**config.mk**
```make
export PLATFORM = sky130hd
export DESIGN_NAME = fpu_share_arbiter
export DESIGN_NICKNAME = d
export VERILOG_FILES = /design/src/rtl/fpu_arb_pkg.sv /design/src/rtl/fpu_share_arbiter_rr.sv /design/src/rtl/fpu_share_arbiter.sv
export SDC_FILE = /design/constraint.sdc
export NUM_CORES = 1
export LEC_CHECK = 0
export BUFFER_PORTS_ARGS = -buffer_cell sky130_fd_sc_hd__buf_2
export CORE_AREA = 8 8 177 179
export CTS_BUF_LIST = sky130_fd_sc_hd__clkbuf_4 sky130_fd_sc_hd__clkbuf_8 sky130_fd_sc_hd__clkbuf_16
export DETAILED_ROUTE_END_ITERATION = 16
export DIE_AREA = 0 0 185 187
export PLACE_DENSITY = 0.48
export SETUP_SLACK_MARGIN = 0.02
export SYNTH_ARGS = -nofsm -noshare
export SYNTH_HDL_FRONTEND = slang
export SYNTH_SLANG_ARGS = --single-unit
```
**constraint.sdc**
```tcl
create_clock -name clk -period 5.62 [get_ports clk]
set_input_delay 1.686 -clock clk [delete_from_list [all_inputs] [get_ports clk]]
set_output_delay 1.686 -clock clk [all_outputs]
set_load 0.01 [all_outputs]
```
**src/rtl/fpu_arb_pkg.sv**
```systemverilog
// Shared encodings, defaults and the response-tag entry used by the FP-unit share arbiter.
package fpu_arb_pkg;

    localparam int unsigned NUM_REQ_DEF = 4;
    localparam int unsigned FU_LAT_DEF  = 8;
    localparam int unsigned ID_W        = 3;
    localparam int unsigned DATA_W      = 32;
    localparam int unsigned CNT_W       = 16;

    typedef enum logic {
        OP_MUL = 1'b0,
        OP_ADD = 1'b1
    } fu_op_e;

    typedef struct packed {
        logic            valid;
        logic [ID_W-1:0] id;
    } tag_t;

endpackage

```
**src/rtl/fpu_share_arbiter_rr.sv**
```systemverilog
// Combinational round-robin pick: lowest active request at or after ptr, wrapping.
module rr_arbiter
    import fpu_arb_pkg::*;
#(
    parameter int unsigned N = NUM_REQ_DEF
) (
    input  logic [N-1:0]    req,
    input  logic [ID_W-1:0] ptr,
    output logic [N-1:0]    grant,
    output logic [ID_W-1:0] grant_idx
);

    logic [N-1:0] rot;
    logic         found;
    logic [3:0]   sum;

    // Rotate so that bit 0 is the requester at ptr.
    assign rot = N'({req, req} >> ptr);

    always_comb begin
        grant     = '0;
        grant_idx = '0;
        found     = 1'b0;
        sum       = '0;
        for (int unsigned k = 0; k < N; k++) begin
            if (!found && rot[k]) begin
                found = 1'b1;
                sum   = 4'(ptr) + 4'(k);
                if (sum >= 4'(N)) begin
                    sum = sum - 4'(N);
                end
                grant_idx = ID_W'(sum);
            end
        end
        if (found) begin
            grant = N'(1) << grant_idx;
        end
    end

endmodule

```
**src/rtl/fpu_share_arbiter.sv**
```systemverilog
// Shares one pipelined FP unit among NUM_REQ requesters with round-robin issue and tagged responses.
// Define FPU_ARB_STATS_EN to build the per-requester 16-bit grant counters.
module fpu_share_arbiter
    import fpu_arb_pkg::*;
#(
    parameter int unsigned NUM_REQ = NUM_REQ_DEF,
    parameter int unsigned FU_LAT  = FU_LAT_DEF
) (
    input  logic                     clk,
    input  logic                     rst,
    input  logic [NUM_REQ-1:0]       req_valid,
    input  logic [NUM_REQ-1:0]       req_op,
    input  logic [NUM_REQ*32-1:0]    req_a,
    input  logic [NUM_REQ*32-1:0]    req_b,
    output logic [NUM_REQ-1:0]       req_ready,
    output logic                     fu_issue,
    output logic                     fu_op,
    output logic [31:0]              fu_a,
    output logic [31:0]              fu_b,
    input  logic [31:0]              fu_result,
    output logic [NUM_REQ-1:0]       rsp_valid,
    output logic [31:0]              rsp_data,
    output logic [NUM_REQ*16-1:0]    grant_cnt
);

    logic [NUM_REQ-1:0] arb_req;
    logic [NUM_REQ-1:0] grant;
    logic [ID_W-1:0]    grant_idx;
    logic [ID_W-1:0]    ptr;
    logic [ID_W-1:0]    ptr_nxt;
    logic [3:0]         ptr_inc;
    logic               accept;
    logic               sel_op;
    logic [31:0]        sel_a;
    logic [31:0]        sel_b;
    tag_t               tags [FU_LAT+1];
    tag_t               tag_out;

    // Requests are masked during reset so nothing is granted or counted.
    assign arb_req   = rst ? '0 : req_valid;
    assign req_ready = grant;
    assign accept    = |grant;

    rr_arbiter #(.N(NUM_REQ)) u_rr (
        .req       (arb_req),
        .ptr       (ptr),
        .grant     (grant),
        .grant_idx (grant_idx)
    );

    always_comb begin
        sel_op = 1'b0;
        sel_a  = '0;
        sel_b  = '0;
        for (int unsigned i = 0; i < NUM_REQ; i++) begin
            if (grant[i]) begin
                sel_op = req_op[i];
                sel_a  = req_a[i*32 +: 32];
                sel_b  = req_b[i*32 +: 32];
            end
        end
    end

    always_comb begin
        ptr_inc = 4'(grant_idx) + 4'd1;
        ptr_nxt = ptr;
        if (accept) begin
            ptr_nxt = (ptr_inc == 4'(NUM_REQ)) ? '0 : ID_W'(ptr_inc);
        end
    end

    // Issue registers and the tag pipe that lines requester ids up with fu_result.
    always_ff @(posedge clk) begin
        if (rst) begin
            ptr      <= '0;
            fu_issue <= 1'b0;
            fu_op    <= 1'b0;
            fu_a     <= '0;
            fu_b     <= '0;
            for (int unsigned k = 0; k <= FU_LAT; k++) begin
                tags[k] <= '0;
            end
        end else begin
            ptr      <= ptr_nxt;
            fu_issue <= accept;
            if (accept) begin
                fu_op <= sel_op;
                fu_a  <= sel_a;
                fu_b  <= sel_b;
            end
            tags[0] <= '{valid: accept, id: grant_idx};
            for (int unsigned k = 1; k <= FU_LAT; k++) begin
                tags[k] <= tags[k-1];
            end
        end
    end

    assign tag_out   = tags[FU_LAT];
    assign rsp_valid = tag_out.valid ? (NUM_REQ'(1) << tag_out.id) : '0;
    assign rsp_data  = fu_result;

`ifdef FPU_ARB_STATS_EN
    logic [CNT_W-1:0] cnt [NUM_REQ];

    always_ff @(posedge clk) begin
        if (rst) begin
            for (int unsigned i = 0; i < NUM_REQ; i++) begin
                cnt[i] <= '0;
            end
        end else begin
            for (int unsigned i = 0; i < NUM_REQ; i++) begin
                if (grant[i]) begin
                    cnt[i] <= cnt[i] + 16'd1;
                end
            end
        end
    end

    always_comb begin
        grant_cnt = '0;
        for (int unsigned i = 0; i < NUM_REQ; i++) begin
            grant_cnt[i*CNT_W +: CNT_W] = cnt[i];
        end
    end
`else
    assign grant_cnt = '0;
`endif

endmodule

```
# Word-level counts from Yosys, hierarchy flattened
# Memory sizes are Yosys's and may differ from the RTL's.
# Cells that the tools add are included.
dict set report totals {
  ff_bits 69
  latch_bits 0
  mem_bits_rw 36
  mem_bits_ro 0
  input_bits 298
  out_inout_bits 170
  elab_cells 78
  memories 1
}
dict set report op_classes {
  add_sub_neg 8
  mul 0
  div 0
  n_lt_le_gt_ge 4
  n_eq_ne 1
  shift 3
  mux 40
  bitwise 9
  reduce_logical 7
}
# memory words width rd rd_ports_with_merged_regs write_ports line_no
set mem_list {}
lappend mem_list {tags 9 4 9 0 9 fpu_share_arbiter.sv:36} ;# tag_t tags [FU_LAT+1];
# op count
set ops {}
lappend ops {{$mux 32} 8}
lappend ops {{$mux 4} 12}
lappend ops {{$mux 3} 9}
lappend ops {{$ge 4x3->1 const B} 3}
lappend ops {{$sub 3x3->3 const B} 4}
lappend ops {{$mux 1} 11}
lappend ops {{$or 1x1->1} 9}
lappend ops {{$add 3x1->4 const B} 2}
lappend ops {{$add 3x2->4 const B} 2}
lappend ops {{$shl 1x3->4 const A} 2}
lappend ops {{$shr 8x3->4} 1}
lappend ops {{$eq 4x3->1 const B} 1}
lappend ops {{$reduce_or 4->1} 1}
lappend ops {{$ge 3x3->1 const B} 1}
lappend ops {{$logic_and 1x1->1} 3}
lappend ops {{$logic_not 1->1} 3}

# Longest topological paths before layout
# Gate-level depths: netlist of the first run.
dict set report depth {
  ltp_word 18
  ltp_mapped 15
}

# Cells and area by module
# Synthesis of the first run repeated with hierarchy kept, for this count alone.
dict set report hier_totals {
  cells_unflattened 765
  hier_area_um2 6497.5
}
# module n_inst cells_each area_per_inst_um2 seq_area_each_um2
set modules_own_cells {}
lappend modules_own_cells {fpu_share_arbiter 1 708 6087.1 2082.0}
lappend modules_own_cells {rr_arbiter 1 57 410.4 0.0}

# Worst setup path before layout of the first run
# OpenSTA, ideal clock, no wires.
dict set report synth_path {
  path_type {input to output}
  start {input req_valid[2]}
  end {output req_ready[2]}
  t_arrival_ps 3977
  required_time_ps 3934
  setup_slack_ps -43
  path_stages 11
  path_buffers 5
  path_cell_list {and2_1 > o311ai_1 > and2_1 > buf_6 > clkbuf_1 > nand2b_1 > ha_1 > clkbuf_1 > clkbuf_1 > clkbuf_1 > nor2b_1}
}
dict set report synth_between {
  elab_chain_len 14
}
# item line_no
set synth_lines {}
lappend synth_lines {{start, declared} fpu_share_arbiter.sv:11} ;# input logic [NUM_REQ-1:0] req_valid,
lappend synth_lines {{$mux 4 (*)} fpu_share_arbiter.sv:40} ;# assign arb_req = rst ? '0 : req_valid;
lappend synth_lines {{$shr 8x3->4 (*)} fpu_share_arbiter_rr.sv:18} ;# assign rot = N'({req, req} >> ptr);
lappend synth_lines {{$mux 1} fpu_share_arbiter_rr.sv:26} ;# if (!found && rot[k]) begin
lappend synth_lines {{$logic_not 1->1} fpu_share_arbiter_rr.sv:26}
lappend synth_lines {{$logic_and 1x1->1} fpu_share_arbiter_rr.sv:26}
lappend synth_lines {{$mux 1} fpu_share_arbiter_rr.sv:26}
lappend synth_lines {{$logic_not 1->1} fpu_share_arbiter_rr.sv:26}
lappend synth_lines {{$logic_and 1x1->1} fpu_share_arbiter_rr.sv:26}
lappend synth_lines {{$mux 1} fpu_share_arbiter_rr.sv:26}
lappend synth_lines {{$logic_not 1->1} fpu_share_arbiter_rr.sv:26}
lappend synth_lines {{$logic_and 1x1->1} fpu_share_arbiter_rr.sv:26}
lappend synth_lines {{$mux 3} fpu_share_arbiter_rr.sv:26}
lappend synth_lines {{$shl 1x3->4} fpu_share_arbiter_rr.sv:36} ;# grant = N'(1) << grant_idx;
lappend synth_lines {{$mux 4 (*)} fpu_share_arbiter_rr.sv:35} ;# if (found) begin
lappend synth_lines {{end, declared} fpu_share_arbiter.sv:15} ;# output logic [NUM_REQ-1:0] req_ready,
# Every way passes the cells marked *; elsewhere a longest branch is shown, timed or not.

# Worst setup path in the final report of the first run
dict set report layout_path {
  start {input req_valid[3]}
  end {output req_ready[3]}
}
dict set report layout_between {
  elab_chain_len 14
}
# item line_no
set layout_lines {}
lappend layout_lines {{$mux 4 (*)} fpu_share_arbiter.sv:40}
lappend layout_lines {{$shr 8x3->4 (*)} fpu_share_arbiter_rr.sv:18}
lappend layout_lines {{$mux 1} fpu_share_arbiter_rr.sv:26}
lappend layout_lines {{$logic_not 1->1} fpu_share_arbiter_rr.sv:26}
lappend layout_lines {{$logic_and 1x1->1} fpu_share_arbiter_rr.sv:26}
lappend layout_lines {{$mux 1} fpu_share_arbiter_rr.sv:26}
lappend layout_lines {{$logic_not 1->1} fpu_share_arbiter_rr.sv:26}
lappend layout_lines {{$logic_and 1x1->1} fpu_share_arbiter_rr.sv:26}
lappend layout_lines {{$mux 1} fpu_share_arbiter_rr.sv:26}
lappend layout_lines {{$logic_not 1->1} fpu_share_arbiter_rr.sv:26}
lappend layout_lines {{$logic_and 1x1->1} fpu_share_arbiter_rr.sv:26}
lappend layout_lines {{$mux 3 (*)} fpu_share_arbiter_rr.sv:26}
lappend layout_lines {{net grant_idx[1]} fpu_share_arbiter.sv:28} ;# logic [ID_W-1:0] grant_idx;
lappend layout_lines {{$shl 1x3->4 (*)} fpu_share_arbiter_rr.sv:36}
lappend layout_lines {{$mux 4 (*)} fpu_share_arbiter_rr.sv:35}
# The timed path passes the listed nets; every way through them passes the cells marked *.

==> run_results.csv, run 1 <==
group,metric,value,unit
logic_synthesis,synth_fa_ha_area_share,1.24,%
timing,fin_crit_sh,94.8,%
clock_tree,insertion_delay,0.36,ns
global_route,grt_usage,14.6,%
placement,portBuffers,339,
logic_synthesis,synthCells,736,
detailed_routing,vias,6172,
min_path,min_path_cells,1,
detailed_routing,wl_per_cell,18.9,um
timing,finalHoldViolCount,0,
die,die_area,34600,um2
final_layout,drive_gt1_share,37.6,%
die,std_cell_rows,62,
pwr,irDropWorstVdd,0.204,mV
pwr,cellPowerDensity,538,nW/um2
logic_synthesis,yosys_warnings,0,
logic_synthesis,synth-edff-count,0,
timing,slew_violations,0,
detailed_routing,drtPass1Iterations,5,
die,io_pins,468,
critical_path,worst-path-stages,9,
die,coreArea,28400,um2
timing,fmax,0.188,GHz
critical_path,startpoint_type,"primary input",
clock_tree,post_cts_buffers,0,
logic_synthesis,synth_xor_area_share,0.144,%
clock_tree,clk_pin_slew,0.08,ns
min_path,min_from,"tags[0][25]$_SDFF_PP0_",
timing,fin_crit,5.33,ns
clock_tree,cts_hold_buf,0,
logic_synthesis,synthSimpleGateAreaFrac,21.8,%
clock_tree,cts.path.max_buffers,2,
logic_synthesis,synth_compound_area_share,24.6,%
placement,hpwlAfterDp,20.6,mm
placement,place_area,7640,um2
pwr,power_leakage,3.70,nW
detailed_routing,postRouteAntennaNets,0,
clock_tree,numCtsBuffers,9,
placement,gp_congestion,0.841,
final_layout,final_common_cell,"buf_2",
critical_path,critPathMaxFanout,4,
min_path,hp-class,"flip-flop to flip-flop",
final_layout,finalNetCount,1309,
timing,skew,0.0141,ns
critical_path,arrival,3.64,ns
global_route,grt_max_degree,131,
logic_synthesis,synth_area,6070,um2
run,max-cap-violations,0,
timing,slew_headroom,49.4,%
global_route,grt_pass1_vias,6324,
die,die_h,187,um
timing,setup_violations,0,
detailed_routing,routed_wl,26.4,mm
global_route,grt_pass1_wl,39.1,mm
timing,fin_tns_setup,0,ns
logic_synthesis,syn_avg_cell_area,8.25,um2
timing,grt_setup_unrepaired,"false",
logic_synthesis,synth_cell_types,43,
final_layout,final_cell_mix,"339 x buf_2, 114 x a21oi_1, 104 x dfxtp_1",
critical_path,worstPathRequired,3.93,ns
final_layout,area_growth,31.6,%
clock_tree,cts_resized,0,
clock_tree,htreeDepth,3,
logic_synthesis,yosysTopAreaCell,"dfxtp_1",
clock_tree,cts_tree,"built",
logic_synthesis,yosys_register_bits,104,
die,start_util,21.4,%
critical_path,startpoint,"req_valid[3]",
logic_synthesis,synthArstFlopShare,0,%
critical_path,crit_chain,"buf_2, mux2_2, nor4_1, o211ai_1, a32oi_1, ha_1, ha_1, nor2b_4, buf_2",
detailed_routing,route.detailed.drc,0,
detailed_routing,viasPerCell,4.42,
logic_synthesis,synthFlopType,"dfxtp_1",
critical_path,cpMaxStageDelayCell,"a32oi_1",
critical_path,rr_worst_depth,14,
die,die_w,185,um
critical_path,cp-end-kind,"primary output",
critical_path,crit_family,"compound AO/OA/AOI/OAI gates",
critical_path,critPathBufInv,2,
detailed_routing,drtIter0Drc,270,
run_status,status,"finished, final reports clean",
critical_path,critPathKind,"primary input to primary output",
global_route,overflow,0,
logic_synthesis,synthMuxAreaShare,0.536,%
final_layout,final_cell_area,7990,um2
logic_synthesis,yosysSeqAreaShare,34.3,%
logic_synthesis,synth_top_family_by_area,"compound AO/OA/AOI/OAI gates",
clock_tree,cts.sinks,104,
logic_synthesis,synth_top_area_share,34.3,%
logic_synthesis,ys_top_cells_by_area,"dfxtp_1 34%, buf_4 12%, a221o_1 9.7%, a21oi_1 9.4%, nand3b_1 6.4%",
critical_path,worst_r2r_startpoint,"ptr[0]$_SDFFE_PP0P_",
global_route,antenna_found_initial,3,
critical_path,cp_slowest_stage_delay,0.39,ns
clock_tree,cts_root_buf,"clkbuf_16",
timing,worstMarginPinSlew,0.757,ns
==> power by group <==
part           internal (W)  switching, W
clock network      0.000365      0.000345
registers          0.000968      0.000121
logic               0.00104       0.00146
total               0.00238       0.00192
==> worst paths after layout <==
kind	to	slack, ns
worst min register to register	tags[0][29]$_SDFF_PP0_	0.44
worst max-delay path	req_ready[3]	0.29
worst min-delay path	tags[0][29]$_SDFF_PP0_	0.44
worst max register to register	fu_b[17]$_SDFFE_PP0P_	1.51
==> cells by family after synthesis <==
kind of cell	count (synthesis)
AO/OA/AOI/OAI	211
XOR/XNOR	1
adder cells (fa/ha/maj)	6
buffers and inverters	163
flip-flops	104
multiplexers	3
other	2
AND/OR/NAND/NOR	246
==> layout make-up <==
cell class | count | area, um2
Fill cell | 3207 | 20400
Multi-Input combinational cell | 533 | 3220
Sequential cell | 104 | 2080
Timing Repair Buffer | 354 | 1850
Tap cell | 384 | 480
Clock buffer | 9 | 225
Clock inverter | 7 | 113
Inverter | 3 | 11.3
Antenna cell | 2 | 5.00
==> through the flow <==
step / worst slack, ns / util (%) / power, W / hold slack [ns] / instances
floorplan: 0.0340 / - / 0.00283 / 0.414 / 800
global placement: 0.315 / 26.9 / 0.00361 / 0.416 / 1378
detailed placement: 0.270 / 26.9 / 0.00364 / 0.424 / 1378
CTS: 0.279 / 28.1 / 0.00438 / 0.444 / 1394
global route: 0.0337 / 28.1 / 0.00468 / 0.455 / 1396
finish: 0.295 / 28.1 / 0.00430 / 0.439 / 1396
==> sequential cells by signal, indices dropped and copies added (netlist names) <==
| signal | cells |
|---|---|
| tags | 36 |
| fu_a | 32 |
| fu_b | 32 |
| ptr | 3 |
| fu_op | 1 |
==> synthesized netlist by cell type (all sizes together) (6+ instances only) <==
master	number
a21oi	114
a221o	59
a221oi	13
buf	120
clkbuf	40
dfxtp	104
ha	6
nand2	57
nand3b	52
nor2	57
nor2b	54
nor3	14
o2bb2ai	7
==> metal layers <==
layer	up-vias	global-route usage (%)	wire, um
li1	3004	-	-
met1	2878	17.7	10900
met2	268	24.3	12700
met3	20	5.56	2400
met4	2	2.99	339
met5	-	0	8
Note: power is estimated with default switching activity, not from simulation.
==> run 2: changes to the inputs <==
--- a/config.mk
+++ b/config.mk
@@ -7,7 +7,7 @@
 export LEC_CHECK = 0
 export BUFFER_PORTS_ARGS = -buffer_cell sky130_fd_sc_hd__buf_2
 export CORE_AREA = 8 8 177 179
-export CTS_BUF_LIST = sky130_fd_sc_hd__clkbuf_4 sky130_fd_sc_hd__clkbuf_8 sky130_fd_sc_hd__clkbuf_16
+export CTS_BUF_LIST = sky130_fd_sc_hd__clkbuf_2
 export DETAILED_ROUTE_END_ITERATION = 16
 export DIE_AREA = 0 0 185 187
 export PLACE_DENSITY = 0.48
==> run 2 against run 1 <==
Effect of this change: wire length down 0.22%; sequential share of layout area increased by 0.59 points; critical endpoint unchanged; clock skew rose by 0.041 ns; via count barely moved; critical path type unchanged; cell area is 2.2% lower; clock power down 38%; largest power group unchanged.
==> run_results.csv, run 2 (synthesis results as in run 1) <==
group,metric,value,unit
final_layout,regMostFlops,"tags",
critical_path,crit_chain,"buf_2, mux2_2, nor4_1, o211ai_1, a32oi_1, ha_1, ha_1, nor2b_4, buf_2",
clock_tree,cts_hold_buf,0,
critical_path,crit_family,"compound AO/OA/AOI/OAI gates",
timing,fmax,0.188,GHz
pwr,irDropWorstVdd,0.206,mV
global_route,grt_max_degree,131,
detailed_routing,routed_wl,26.3,mm
detailed_routing,postRouteAntennaNets,0,
final_layout,drive_gt1_share,37.6,%
critical_path,cp_slowest_stage_delay,0.39,ns
detailed_routing,viasPerCell,4.42,
die,io_pins,468,
final_layout,finalNetCount,1309,
clock_tree,cts.path.max_buffers,2,
pwr,p_int,0.00213,W
global_route,grt_usage,14.7,%
timing,fin_crit_sh,94.6,%
detailed_routing,vias,6170,
critical_path,rr_worst_depth,14,
die,coreArea,28400,um2
pwr,sw_frac_of_total,47.0,%
clock_tree,post_cts_buffers,0,
pwr,switchingPower,0.00189,W
critical_path,worst-path-stages,9,
detailed_routing,drtPass1Iterations,4,
critical_path,r2r_slack,1.53,ns
clock_tree,insertion_delay,0.65,ns
global_route,overflow,0,
run,max-cap-violations,0,
clock_tree,clk_pin_slew,0.37,ns
die,std_cell_rows,62,
timing,slew_headroom,49.1,%
die,die_h,187,um
timing,setup_violations,0,
pwr,seq_power_share,27.0,%
clock_tree,cts_root_buf,"clkbuf_2",
timing,grt_setup_unrepaired,"false",
clock_tree,htreeDepth,3,
final_layout,reg_top3,"tags x36, fu_a x32, fu_b x32",
placement,portBuffers,339,
global_route,grt_pass1_vias,6322,
run_status,status,"finished, final reports clean",
timing,fin_tns_setup,0,ns
critical_path,critPathCapture,"req_ready[3]",
timing,worstMarginPinSlew,0.762,ns
detailed_routing,detail_route.wirelength.met1,10.9,mm
final_layout,post-route-util,27.5,%
global_route,antenna_found_initial,4,
pwr,power_leakage,3.63,nW
pwr,cellPowerDensity,516,nW/um2
critical_path,cpMaxStageDelayCell,"a32oi_1",
timing,skew,0.0553,ns
critical_path,worstPathRequired,3.93,ns
critical_path,critPathBufInv,2,
clock_tree,numCtsBuffers,9,
clock_tree,cts_tree,"built",
detailed_routing,drtIter0Drc,258,
final_layout,final_common_cell,"buf_2",
placement,hpwlAfterDp,20.6,mm
min_path,hp-class,"flip-flop to flip-flop",
critical_path,arrival,3.63,ns
critical_path,worst_r2r_startpoint,"ptr[0]$_SDFFE_PP0P_",
die,die_w,185,um
timing,slew_violations,0,
pwr,totalPowerFinal,0.00403,W
detailed_routing,wl_per_cell,18.9,um
final_layout,area_growth,28.6,%
placement,gp_congestion,0.841,
pwr,pwr-share-comb,62.0,%
critical_path,cp-end-kind,"primary output",
critical_path,startpoint,"req_valid[3]",
critical_path,regToRegEndpoint,"fu_b[17]$_SDFFE_PP0P_",
detailed_routing,top_layer,"met5",
pwr,clkPwrFrac,11.0,%
detailed_routing,routed-wl-met2,12.8,mm
critical_path,startpoint_type,"primary input",
final_layout,largest_reg_flops,36,
die,die_area,34600,um2
die,start_util,21.4,%
critical_path,critPathKind,"primary input to primary output",
clock_tree,cts_resized,0,
critical_path,critPathMaxFanout,4,
clock_tree,cts.sinks,104,
global_route,grt_pass1_wl,39.1,mm
timing,hold_ws,0.424,ns
final_layout,final_cell_mix,"339 x buf_2, 114 x a21oi_1, 104 x dfxtp_1",
timing,finalHoldViolCount,0,
timing,fin_crit,5.32,ns
detailed_routing,route.detailed.drc,0,
detailed_routing,dr_wl_met3,2.37,mm
-- run 2: metal layers --
metal / up-vias / global-route usage (%)
met4: 2 / 3.17
met1: 2896 / 17.8
met5: - / 0
li1: 2999 / -
met3: 18 / 5.40
met2: 255 / 24.3
-- run 2: layout make-up --
cell class	count	area, um2
diodes	3	7.51
clock buffers	9	45.0
clock inverters	7	113
fillers	3223	20600
inverters	3	11.3
multi-input cells	533	3220
flip-flops and latches	104	2080
well taps	384	480
repair buffers	354	1850
-- run 2: worst min-delay path by stage --
stage,start,depth (start not counted),endpoint
3_3_place_gp,tags[0][30]$_SDFF_PP0_,1,tags[0][34]$_SDFF_PP0_
4_1_cts,tags[0][4]$_SDFF_PP0_,1,tags[0][8]$_SDFF_PP0_
5_1_grt,tags[0][4]$_SDFF_PP0_,1,tags[0][8]$_SDFF_PP0_
6_report,tags[0][4]$_SDFF_PP0_,1,tags[0][8]$_SDFF_PP0_
2_1_floorplan,tags[0][6]$_SDFF_PP0_,1,tags[0][10]$_SDFF_PP0_
3_5_place_dp,tags[0][25]$_SDFF_PP0_,1,tags[0][29]$_SDFF_PP0_
-- run 2: worst register-to-register path, cell delays in order (launching register included) --
cell and delay [ns]:
dfxtp_1 0.63, mux2_2 0.40, a211oi_1 0.24, o2bb2ai_1 0.14, xnor2_1 0.24, nor2b_1 0.21
buf_4 0.14, ha_4 0.12, buf_4 0.40, buf_4 0.61, nand3b_1 0.23, a21oi_1 0.07
a21oi_1 0.28, nor2_1 0.07, a221o_1 0.25
-- run 2: through the flow --
stage / std cells / worst slack (ns) / cell area, um2
global route: 1397 / 0.0337 / 7810
floorplan: 800 / 0.0340 / 6310
global placement: 1378 / 0.315 / 7640
detailed placement: 1378 / 0.270 / 7640
finish: 1397 / 0.301 / 7810
CTS: 1394 / 0.279 / 7800
-- run 2: power groups by stage --
| stage | clock network, W | registers, W | logic (W) |
|---|---|---|---|
| finish | 0.000443 | 0.00109 | 0.00250 |
| global placement | 0 | 0.00110 | 0.00250 |
| global route | 0.000511 | 0.00112 | 0.00279 |
| detailed placement | 0 | 0.00110 | 0.00254 |
| CTS | 0.000483 | 0.00109 | 0.00254 |
| floorplan | 0 | 0.00116 | 0.00167 |
